<file path="config.mk">
export PLATFORM = sky130hd
export DESIGN_NAME = ac_seq
export DESIGN_NICKNAME = d
export VERILOG_FILES = /design/src/rtl/ac_seq.sv
export SDC_FILE = /design/constraint.sdc
export NUM_CORES = 1
export LEC_CHECK = 0
export BUFFER_PORTS_ARGS = -buffer_cell sky130_fd_sc_hd__buf_4
export CAP_MARGIN = 20
export CORE_AREA = 2 2 54 56
export DETAILED_ROUTE_END_ITERATION = 7
export DIE_AREA = 0 0 56 58
export MAX_ROUTING_LAYER = met4
export PLACE_DENSITY = 0.77
export RECOVER_POWER = 25
export SLEW_MARGIN = 15
export SYNTH_ARGS = -nofsm -noshare
export SYNTH_HDL_FRONTEND = slang
export SYNTH_SLANG_ARGS = --single-unit
</file>
<file path="constraint.sdc">
create_clock -name clk -period 3.8 [get_ports clk]
set_input_delay 0.57 -clock clk [delete_from_list [all_inputs] [get_ports clk]]
set_output_delay 0.57 -clock clk [all_outputs]
set_load 0.01 [all_outputs]
</file>
<file path="src/rtl/ac_seq.sv">
// ---------------------------------------------------------------------------
// ac_seq -- control sequencer for the 8-bit accumulator datapath.
//
// Fetches 8-bit instructions from a 32-word synchronous memory (1-cycle read
// latency), decodes them and drives the accumulator strobes (wac/rac), the
// ALU operation select and the memory strobes. The sequencer is the only
// master of wac and rac.
//
// Instruction word: ir[7:5] = opcode, ir[4:0] = operand address.
//   000 NOP  001 LDA  010 STA  011 ADD  100 SUB  101 JMP  110 JZ  111 HLT
//
// Ports
//   clk        in   system clock, rising edge
//   reset      in   synchronous, active-high
//   start      in   level-sampled in IDLE to begin execution
//   mem_rdata  in 8 memory read data, valid the cycle after mem_re
//   ac_zero    in   accumulator holds 0x00
//   mem_addr   out5 memory address
//   mem_re     out  memory read strobe
//   mem_we     out  memory write strobe (write data is the accumulator)
//   wac        out  accumulator write (captures ALU result)
//   rac        out  accumulator read onto the memory write bus
//   alu_op     out2 00 pass mem_rdata, 01 add, 10 sub, 11 reserved
//   pc         out5 program counter
//   busy       out  high in every state except IDLE and HALT
//   halted     out  high in HALT
//
// Configuration macro
//   AC_SEQ_STEP_EN  defined: single-step mode, every retired instruction
//                   returns to IDLE and the next start runs one more.
//                   undefined: free-run from start until HLT.
//
// All outputs are registered. They are computed from the next-state values
// so that, cycle for cycle, they equal a Moore decode of the registered
// state, ir and pc.
// ---------------------------------------------------------------------------
module ac_seq (
    input  logic       clk,
    input  logic       reset,
    input  logic       start,
    input  logic [7:0] mem_rdata,
    input  logic       ac_zero,
    output logic [4:0] mem_addr,
    output logic       mem_re,
    output logic       mem_we,
    output logic       wac,
    output logic       rac,
    output logic [1:0] alu_op,
    output logic [4:0] pc,
    output logic       busy,
    output logic       halted
);

    typedef enum logic [2:0] {
        ST_IDLE   = 3'd0,
        ST_FETCH  = 3'd1,
        ST_DECODE = 3'd2,
        ST_EXEC   = 3'd3,
        ST_WB     = 3'd4,
        ST_HALT   = 3'd5
    } state_t;

    localparam logic [2:0] OP_NOP = 3'd0;
    localparam logic [2:0] OP_LDA = 3'd1;
    localparam logic [2:0] OP_STA = 3'd2;
    localparam logic [2:0] OP_ADD = 3'd3;
    localparam logic [2:0] OP_SUB = 3'd4;
    localparam logic [2:0] OP_JMP = 3'd5;
    localparam logic [2:0] OP_JZ  = 3'd6;
    localparam logic [2:0] OP_HLT = 3'd7;

    localparam logic [1:0] ALU_PASS = 2'b00;
    localparam logic [1:0] ALU_ADD  = 2'b01;
    localparam logic [1:0] ALU_SUB  = 2'b10;

    // Where an instruction goes once it has finished executing.
`ifdef AC_SEQ_STEP_EN
    localparam state_t ST_RETIRE = ST_IDLE;
`else
    localparam state_t ST_RETIRE = ST_FETCH;
`endif

    // Complete set of registered outputs (pc is carried separately).
    typedef struct packed {
        logic [4:0] addr;
        logic       re;
        logic       we;
        logic       wac;
        logic       rac;
        logic [1:0] alu;
        logic       busy;
        logic       halted;
    } strb_t;

    localparam strb_t STRB_RST = '{
        addr:   5'd0,
        re:     1'b0,
        we:     1'b0,
        wac:    1'b0,
        rac:    1'b0,
        alu:    2'b00,
        busy:   1'b0,
        halted: 1'b0
    };

    state_t     state_r;
    state_t     state_nxt_s;
    logic [4:0] pc_r;
    logic [4:0] pc_nxt_s;
    logic [7:0] ir_r;
    logic [7:0] ir_nxt_s;
    strb_t      strb_r;
    strb_t      strb_nxt_s;

    // Opcodes that read their operand from memory and write back via the ALU.
    function automatic logic is_alu_op(input logic [2:0] op);
        logic r;
        case (op)
            OP_LDA:  r = 1'b1;
            OP_ADD:  r = 1'b1;
            OP_SUB:  r = 1'b1;
            default: r = 1'b0;
        endcase
        return r;
    endfunction

    // ALU select used during write-back.
    function automatic logic [1:0] alu_sel(input logic [2:0] op);
        logic [1:0] r;
        case (op)
            OP_ADD:  r = ALU_ADD;
            OP_SUB:  r = ALU_SUB;
            default: r = ALU_PASS;
        endcase
        return r;
    endfunction

    // Moore output decode of a (state, ir, pc) triple.
    function automatic strb_t decode_strobes(input state_t     st,
                                             input logic [7:0] ir_v,
                                             input logic [4:0] pc_v);
        strb_t o;
        o        = STRB_RST;
        o.addr   = pc_v;
        case (st)
            ST_FETCH: begin
                o.re   = 1'b1;
                o.busy = 1'b1;
            end
            ST_DECODE: begin
                o.busy = 1'b1;
            end
            ST_EXEC: begin
                o.busy = 1'b1;
                if (is_alu_op(ir_v[7:5])) begin
                    o.re   = 1'b1;
                    o.addr = ir_v[4:0];
                end else if (ir_v[7:5] == OP_STA) begin
                    o.rac  = 1'b1;
                    o.we   = 1'b1;
                    o.addr = ir_v[4:0];
                end else begin
                    o.addr = pc_v;
                end
            end
            ST_WB: begin
                o.busy = 1'b1;
                o.wac  = 1'b1;
                o.alu  = alu_sel(ir_v[7:5]);
            end
            ST_HALT: begin
                o.halted = 1'b1;
            end
            default: begin
                o.addr = pc_v;
            end
        endcase
        return o;
    endfunction

    // Next state, program counter and instruction register.
    always_comb begin
        state_nxt_s = state_r;
        pc_nxt_s    = pc_r;
        ir_nxt_s    = ir_r;
        case (state_r)
            ST_IDLE: begin
                if (start) begin
                    state_nxt_s = ST_FETCH;
                end else begin
                    state_nxt_s = ST_IDLE;
                end
            end
            ST_FETCH: begin
                state_nxt_s = ST_DECODE;
            end
            ST_DECODE: begin
                // Read data for the FETCH issued last cycle is valid now.
                ir_nxt_s    = mem_rdata;
                pc_nxt_s    = pc_r + 5'd1;
                state_nxt_s = ST_EXEC;
            end
            ST_EXEC: begin
                case (ir_r[7:5])
                    OP_LDA, OP_ADD, OP_SUB: begin
                        state_nxt_s = ST_WB;
                    end
                    OP_STA: begin
                        state_nxt_s = ST_RETIRE;
                    end
                    OP_JMP: begin
                        pc_nxt_s    = ir_r[4:0];
                        state_nxt_s = ST_RETIRE;
                    end
                    OP_JZ: begin
                        if (ac_zero) begin
                            pc_nxt_s = ir_r[4:0];
                        end else begin
                            pc_nxt_s = pc_r;
                        end
                        state_nxt_s = ST_RETIRE;
                    end
                    OP_HLT: begin
                        state_nxt_s = ST_HALT;
                    end
                    OP_NOP: begin
                        state_nxt_s = ST_RETIRE;
                    end
                    default: begin
                        state_nxt_s = ST_RETIRE;
                    end
                endcase
            end
            ST_WB: begin
                state_nxt_s = ST_RETIRE;
            end
            ST_HALT: begin
                // Only reset leaves HALT.
                state_nxt_s = ST_HALT;
            end
            default: begin
                // Unreachable encodings recover to a safe idle state.
                state_nxt_s = ST_IDLE;
                pc_nxt_s    = 5'd0;
                ir_nxt_s    = 8'h00;
            end
        endcase
    end

    // Outputs for the cycle that follows the next edge.
    always_comb begin
        strb_nxt_s = decode_strobes(state_nxt_s, ir_nxt_s, pc_nxt_s);
    end

    // Sequencer state and registered outputs.
    always_ff @(posedge clk) begin
        if (reset) begin
            state_r <= ST_IDLE;
            pc_r    <= 5'd0;
            ir_r    <= 8'h00;
            strb_r  <= STRB_RST;
        end else begin
            state_r <= state_nxt_s;
            pc_r    <= pc_nxt_s;
            ir_r    <= ir_nxt_s;
            strb_r  <= strb_nxt_s;
        end
    end

    assign mem_addr = strb_r.addr;
    assign mem_re   = strb_r.re;
    assign mem_we   = strb_r.we;
    assign wac      = strb_r.wac;
    assign rac      = strb_r.rac;
    assign alu_op   = strb_r.alu;
    assign busy     = strb_r.busy;
    assign halted   = strb_r.halted;
    assign pc       = pc_r;

endmodule
</file>
* After elaboration in Yosys (flattened, before gate mapping)
Cells that the tools add are included.
Word-level totals: input bits 12, latch bits 0, register bits 28, memories 0, word-level logic and storage cells 63, output and inout bits 18, memory bits (read-only) 0, RAM bits 0
Cells by class: $add $sub $neg 1, bitwise gates (word level) 2, multiply operators 0, reductions and logical operators 10, magnitude comparators 0, shift-type cells 0, mux-type cells 19, eq/ne operators 21, divide/modulo/power cells 0
Operators with widths (number):
- 3-bit == test, second input constant | 9
- 3-bit by 2-bit == test with 1-bit output, second input constant | 8
- 5-bit two-way mux | 4
- 3-bit case mux with 6 select lines | 1
- 8-bit case mux with 2 select lines | 1
- 5-bit case mux with 3 select lines | 1
- 3-bit by 1-bit == test with 1-bit output, second input constant | 4
- 4-bit OR reduction | 3
- 5-bit case mux with 2 select lines | 1
- 3-bit case mux with 3 select lines | 1
- 3-bit OR reduction | 3
- 1-bit two-way mux | 8
- 3-bit zero test | 2
- 5-bit by 1-bit adder with 5-bit output, second input constant | 1
- 5-bit OR reduction | 1
- 2-bit case mux with 2 select lines | 1
- 1-bit inverter | 2
- 1-bit case mux with 2 select lines | 1
- 2-bit OR reduction | 1

* Depth between registers and ports, before layout
Gate-level depths: netlist of the first run.
depth after elaboration 9, gate-level depth with buffers 7, depth with buffers taken out 6

* Worst setup path before layout of the first run
No wires, ideal clock.
kind input -> register, start point in mem_rdata[5], end point reg strb_r (netlist bit mem_addr[0]), data required time 3679 ps, path buffers 0, arrival time 2050 ps, setup time 121 ps, setup slack 1628 ps, stages 5, cells stage by stage nor4bb_1 -> a211o_1 -> or3_4 -> a211o_2 -> mux2_4
On the way: longest elaborated chain between the ends 7, elaborated cells on any way between the ends 11, classes of those cells eq/ne (4); mux (6); reduce/logical (1)
Ends and longest elaborated chain:
- start, declared | line 41 | input logic [7:0] mem_rdata,
- 8-bit case mux with 2 select lines (*) | line 186 | case (state_r)
- 3-bit == test, or another cell as far along | line 118 | case (op)
- 3-bit OR reduction (no source line)
- 1-bit two-way mux | line 118
- 1-bit two-way mux | line 145 | case (st)
- 5-bit two-way mux (*) | line 155 | if (is_alu_op(ir_v[7:5])) begin
- 5-bit two-way mux (*) | line 145
- end signal, assigned | line 266 | strb_r <= strb_nxt_s;
- end, declared | line 112 | strb_t strb_r;
Every way passes the cells marked *; elsewhere a longest branch is shown, timed or not. The select of a mux whose other input is x is not followed. A chain may end at the register's enable or synchronous reset.

* Final worst setup path of the first run
start point reg state_r[0], end point reg strb_r (netlist bit mem_addr[4])
On the way: longest elaborated chain between the ends 9, elaborated cells on any way between the ends 22, classes of those cells eq/ne (10); mux (8); reduce/logical (4)
Ends and longest elaborated chain:
- start, declared | line 106 | state_t state_r;
- start signal, assigned | line 263 | state_r <= state_nxt_s;
- 3-bit by 2-bit == test with 1-bit output, or another cell as far along | line 186
- 5-bit OR reduction (no source line)
- 8-bit case mux with 2 select lines | line 186
- 3-bit == test, or another cell as far along | line 118
- 3-bit OR reduction (no source line)
- 1-bit two-way mux | line 118
- 1-bit two-way mux | line 145
- 5-bit two-way mux | line 155
- 5-bit two-way mux (*) | line 145
Marks and branches as above.

==> results.cfg, run 1 <==
[clock_tree]
clk_latency_ns = 0.32
cts_tree = yes
cts_hold_buf = 0
path_clk_slew_ns = 0.15
cts_resized = 0
cts_htree_levels = 1
cts_made_buffers = 3
postCtsSetupRepairBufs = 0
clk_path_buf_depth = 2
cts.sinks = 28
root_buffer = clkbuf_4

[critical_path]
worst_ep_required_time_ns = 4.03
cp_max_fo = 20
timing_worst_setup_path_type = reg -> reg
start_kind = flip-flop
reg2reg_slack_ns = 1.29
endpoint_kind = flip-flop
timing.rr.end = mem_addr[4]
arrival_ns = 2.75
worstReg2RegStart = state_r[0]
r2r_cells = 5

[logic_synthesis]
synth.top_cell.area_share_pct = 40.5
synth-main-ff-cell = dfxtp_1
ys_ff_latch = 28
postSynthCellCount = 147
synth_edf_count = 0
synthesis.area_mm2 = 0.00138
synth_most_common_cell = dfxtp_1
seq_area_frac_synth_pct = 40.5
synth_common_cells = dfxtp_1, nor2_1, and2_1, a21oi_1
async_flop_share_pct = 0
yosys-top-cells-area = dfxtp_1, mux2_4, and2_1, a22oi_1, a21oi_1
synth_largest_area_cell = dfxtp_1
yosys_warnings = 0
yosysUniqueCellTypes = 49
syn_nets = 160
syn_area_per_cell_um2 = 9.41

[grt]
grt_pass1_vias = 1147
grt_max_degree = 21
grt_pass1_wl_um = 5270
antenna_found_initial = 0
grt-ovfl-total = 0
globalRouteTotalUtil_pct = 21.1

[power_and_ir_drop]
power_frac_clock_pct = 30.5
p_seq_share_pct = 52.5
peakVddDrop_v = 0.000238
switching_power_w = 0.000166
power_density_mw_per_mm2 = 399
internal_power_w = 0.000472
power.leakage_nw = 0.645
comb_power_share_pct = 17.0
p_sw_share_pct = 26.0

[timing]
setup_ws_ns = 1.29
fmax_mhz = 398
rsz0062_at_grt = false
fin_skew_ns = 0.00257
tns_ns = 0
setup_violations = 0
min_period_ns = 2.51
worst_slew_pin_slew_ns = 0.653
period_share_pct = 66.1
report.final.slew_viol_count = 0
finalHoldViolations = 0
slew_headroom_pct = 56.4

[layout]
n_fill_cell = 254
synthToLayoutAreaGrowth_pct = 15.5
multiInputGateArea_um2 = 754
final_util_pct = 60.0
post_layout_nonfiller_instances = 201
drive_gt1_share_pct = 18.2
ff_latch_area_um2 = 561
nNetsFinal = 184
antenna_cells = 0

[run_status]
outcome = finished clean

[floorplanning]
fp.dieH_um = 58
die_w_um = 56
rows = 19
initial_core_util_pct = 52.0
dieArea_mm2 = 0.00325
io_pins = 30
core_area_mm2 = 0.00266

[drt]
routed_wl_um = 3240
via_count = 1189
first_iter_violations = 50
ant_nets = 0
wl_per_cell_um = 16.1
viasPerCell = 5.92
first_pass_iters = 4
drcViolationCount = 0

[placed_design]
gp_congestion = 0.873
dp.final_hpwl_um = 2360
pre_cts_ws_ns = 1.33
numPortBuffers = 29
place_inst = 197

[run]
cap_violations = 0

[hold_path]
worstHoldPathCells = 2
hold_end = state_r[1]
hp-start = reset
min-delay-path-class = in -> reg
-- worst max-delay path, stage by stage (launching register included) --
cell and delay (ns):
dfxtp_1 0.77, nor4bb_1 0.15, a211o_1 0.37, or3_4 0.40, a211o_2 0.41, mux2_4 0.32
-- layer usage --
metal | track usage (%) | up-vias | part of all wire (%)
li1 | - | 588 | -
met1 | 26.3 | 557 | 45
met2 | 35.0 | 40 | 48
met3 | 3.35 | 4 | 5.8
met4 | 7.48 | 0 | 1.1
met5 | - | - | 0
-- layout by cell type (no fill, tap or decap), types with 2 or more instances in the layout --
master,netlist,final
a32oi_1,4,4
mux2_4,5,5
dfxtp_1,28,28
o21ai_0,3,3
xnor2_1,3,3
a22oi_1,6,6
buf_4,2,18
inv_1,3,3
clkbuf_4,0,3
nand2_1,5,5
a211o_1,2,2
and2_1,8,8
nand3_1,6,6
a21oi_1,7,7
and2b_1,2,2
o211ai_1,2,2
nor2_1,9,9
nand3b_1,3,3
nor4bb_1,3,3
clkbuf_1,5,11
a31oi_1,2,2
nor2b_1,3,3
and3_1,2,2
nand2b_1,5,5
o2bb2ai_1,4,4
-- how the worst max path moves through the flow --
stage	from	end	slack, ns	depth (start not counted)
after CTS	state_r[2]	mem_addr[4]	1.32	5
after floorplan	mem_rdata[5]	mem_addr[0]	1.63	5
after detailed placement	state_r[2]	mem_addr[4]	1.33	5
after global routing	state_r[0]	mem_addr[4]	1.21	5
after global placement	state_r[2]	mem_addr[0]	1.38	5
final	state_r[0]	mem_addr[4]	1.29	5
-- power groups by stage --
stage / logic (W) / registers [W] / clock network (W)
after CTS: 0.000113 / 0.000335 / 0.000200
after global routing: 0.000119 / 0.000338 / 0.000208
after detailed placement: 0.000112 / 0.000341 / 0
after floorplan: 0.0000805 / 0.000334 / 0
final: 0.000108 / 0.000335 / 0.000194
after global placement: 0.000109 / 0.000340 / 0
-- kinds of logic (layout without fill, tap and decap cells) --
logic type / count (synthesis) / in the layout / share of synthesized area (%)
buffers and inverters: 14 / 37 / 4.97
flip-flops: 28 / 28 / 40.5
multiplexers: 6 / 6 / 6.15
adder cells (fa/ha/maj): 1 / 1 / 0.904
XOR/XNOR: 3 / 3 / 1.90
AO/OA/AOI/OAI: 40 / 40 / 21.0
AND/OR/NAND/NOR: 55 / 55 / 24.6
-- cell type report --
cell class,instances,share of cell area (%)
timing repair buffer,29,11.0
sequential,28,35.1
clock buffer,3,1.41
tap,31,2.43
inverter,4,0.940
clock inverter,1,1.88
multi-input combinational,105,47.2
-- metrics by stage --
stage                     hold slack (ns)  area (um2)  total power, W
after global placement              0.527        1590        0.000449
after detailed placement            0.547        1590        0.000454
after global routing                0.512        1600        0.000666
after CTS                           0.501        1640        0.000648
after floorplan                     0.506        1380        0.000414
final                               0.516        1600        0.000638
-- registers in the layout (all words and copies together), names as in the netlist --
signal / flops
rac: 1
mem_re: 1
busy: 1
halted: 1
pc: 5
ir_r: 8
wac: 1
mem_addr: 5
alu_op: 2
state_r: 3
(Power assumes the default switching activity.)
==> run 2, diff against run 1 <==
--- a/config.mk
+++ b/config.mk
@@ -5,13 +5,14 @@
 export SDC_FILE = /design/constraint.sdc
 export NUM_CORES = 1
 export LEC_CHECK = 0
+export ABC_AREA = 1
 export BUFFER_PORTS_ARGS = -buffer_cell sky130_fd_sc_hd__buf_4
 export CAP_MARGIN = 20
-export CORE_AREA = 2 2 54 56
+export CORE_AREA = 2 2 57 59
 export DETAILED_ROUTE_END_ITERATION = 7
-export DIE_AREA = 0 0 56 58
+export DIE_AREA = 0 0 59 61
 export MAX_ROUTING_LAYER = met4
-export PLACE_DENSITY = 0.77
+export PLACE_DENSITY = 0.71
 export RECOVER_POWER = 25
 export SLEW_MARGIN = 15
 export SYNTH_ARGS = -nofsm -noshare
==> constraint.sdc (replaced) <==
create_clock -name clk -period 2.15 [get_ports clk]
set_input_delay 0.3225 -clock clk [delete_from_list [all_inputs] [get_ports clk]]
set_output_delay 0.3225 -clock clk [all_outputs]
set_load 0.01 [all_outputs]
==> run 2 against run 1 <==
Effect of this change: design area down 2.3%; via count up 4.2%; count of clock-buffer cells in the layout unchanged; register-to-register slack worse by 0.85 ns; synthesized cell count up 27%; combinational power up 110%; critical path depth up 6; sequential share of layout area up 0.84 points; first-iteration DRC count down 6.0%; wire length down 13%; global-route usage down 3.1 points; clock power up 5%; critical endpoint is now mem_addr[2]; largest power group unchanged; highest routed layer unchanged.
==> results.cfg, run 2 <==
[run_status]
outcome = finished clean

[power_and_ir_drop]
p_seq_share_pct = 57.2
power.leakage_nw = 0.761
switching_power_w = 0.000313
internal_power_w = 0.000700
peakVddDrop_v = 0.000258
power_frac_clock_pct = 20.1
p_sw_share_pct = 30.9
finalPower_w = 0.00101
comb_power_share_pct = 22.7
power_density_mw_per_mm2 = 649

[logic_synthesis]
synth_common_cells = nand2_1, nor2_1, dfxtp_1, inv_1, o21ai_0
synth.top_cell.area_share_pct = 41.8
synthesis.area_mm2 = 0.00134
seq_area_frac_synth_pct = 41.8
yosys-top-cells-area = dfxtp_1, nand2_1, nor2_1, inv_1, o21ai_0
synth_edf_count = 0
synth-main-ff-cell = dfxtp_1
yosys_warnings = 0
async_flop_share_pct = 0
ys_ff_latch = 28
synth_most_common_cell = nand2_1
syn_nets = 199
syn_area_per_cell_um2 = 7.22
synth_largest_area_cell = dfxtp_1
yosysUniqueCellTypes = 26
postSynthCellCount = 186

[critical_path]
arrival_ns = 1.94
r2r_cells = 11
worst_ep_required_time_ns = 2.37
timing.rr.end = mem_addr[2]
start_kind = flip-flop
timing_worst_setup_path_type = reg -> reg
worstSetupStartpoint = state_r[1]
endpoint = mem_addr[2]
endpoint_kind = flip-flop
cp_max_fo = 11
worstReg2RegStart = state_r[1]
reg2reg_slack_ns = 0.44

[timing]
finalHoldViolations = 0
period_share_pct = 79.7
setup_violations = 0
rsz0062_at_grt = false
fmax_mhz = 584
slew_headroom_pct = 70.6
report.final.slew_viol_count = 0
worst_slew_pin_slew_ns = 0.441
tns_ns = 0
whs_ns = 0.256
min_period_ns = 1.71
fin_skew_ns = 0.00652

[drt]
routed_wl_um = 2830
first_iter_violations = 47
wl_per_cell_um = 11.4
first_pass_iters = 4
ant_nets = 0
drcViolationCount = 0
via_count = 1239
viasPerCell = 5.00

[layout]
final_common_cell = nand2_1
drive_gt1_share_pct = 21.9
nNetsFinal = 230
antenna_cells = 0
synthToLayoutAreaGrowth_pct = 16.2
mostFrequentLayoutCells = nand2_1, nor2_1, dfxtp_1, inv_1, buf_4
top_register = ir_r
largest_register_ffs = 8

[clock_tree]
path_clk_slew_ns = 0.14
cts_tree = yes
cts_htree_levels = 1
cts_made_buffers = 3
cts_hold_buf = 0
clk_latency_ns = 0.32
cts.sinks = 28
cts_resized = 0
root_buffer = clkbuf_4
clk_path_buf_depth = 2
postCtsSetupRepairBufs = 0

[grt]
antenna_found_initial = 0
grt-ovfl-total = 0
globalRouteTotalUtil_pct = 18.0
grt_max_degree = 15
grt_pass1_wl_um = 4640
grt_pass1_vias = 1085

[floorplanning]
fp.dieH_um = 61
rows = 20
io_pins = 30
dieArea_mm2 = 0.00360
initial_core_util_pct = 45.5
core_area_mm2 = 0.00295
die_w_um = 59

[hold_path]
min-delay-path-class = in -> reg

[run]
cap_violations = 0

[placed_design]
dp.final_hpwl_um = 2160
gp_congestion = 0.886
numPortBuffers = 29
run 2: cell count changes after synthesis, sizes merged, moves of 8 or more:
| cell | before | now |
|---|---|---|
| o21ai | 4 | 12 |
| nand2 | 5 | 41 |
| nor2 | 9 | 37 |
| inv | 4 | 31 |
| and2 | 8 | 0 |
run 2: worst min-delay path by stage:
stage,cells past startpoint,to,slack [ns],start
after floorplan,1,state_r[2],0.39,reset
after global placement,2,ir_r[2],0.53,ir_r[2]
after detailed placement,2,ir_r[1],0.54,ir_r[1]
after CTS,3,ir_r[0],0.24,mem_rdata[0]
after global routing,3,ir_r[2],0.25,mem_rdata[2]
final,3,ir_r[0],0.26,mem_rdata[0]
run 2: per-layer routing:
layer	vias up	part of all wire (%)	GRT usage [%]
li1	647	-	-
met1	569	49	23.4
met5	-	0	-
met4	0	0.95	7.79
met2	21	47	27.8
met3	2	3.4	2.56
run 2: stage by stage:
step	std cells	cell area (um2)	setup slack (ns)	utilization (%)
finish	248	1560	0.437	52.8
global placement	245	1580	0.499	53.5
detailed placement	245	1580	0.460	53.5
global route	248	1560	0.267	52.8
floorplan	186	1340	0.763	-
CTS	248	1600	0.448	54.2
run 2: worst max-delay path, stage by stage, from the launching register on:
cell and delay, ns:
dfxtp_1 0.62, nand3_4 0.19, inv_4 0.16, nand2_2 0.06
nand2_2 0.07, inv_2 0.06, nand3_4 0.06, nand3_2 0.08
nand2_4 0.13, nand2_1 0.07, nand2_1 0.08, nor2_2 0.04
run 2: layout make-up:
cell class / count / area, um2
clock buffers: 3 / 22.5
fillers: 310 / 1390
inverters: 32 / 123
multi-input cells: 123 / 637
flip-flops and latches: 28 / 561
well taps: 33 / 41.3
repair buffers: 29 / 176
run 2: cell families (layout without fill, tap and decap cells):
group / count (synthesis) / in the layout / synth area share (%)
buf+inv: 35 / 64 / 10.8
compound gates: 25 / 25 / 11.3
fa+ha+maj: 1 / 1 / 0.932
flops: 28 / 28 / 41.8
simple gates: 97 / 97 / 35.2
run 2: power groups by stage:
stage	Combinational [W]	Sequential, W	Clock, W
after global routing	0.000260	0.000585	0.000244
after global placement	0.000237	0.000591	0
after CTS	0.000239	0.000580	0.000217
after floorplan	0.000167	0.000589	0
after detailed placement	0.000238	0.000591	0
final	0.000230	0.000580	0.000203
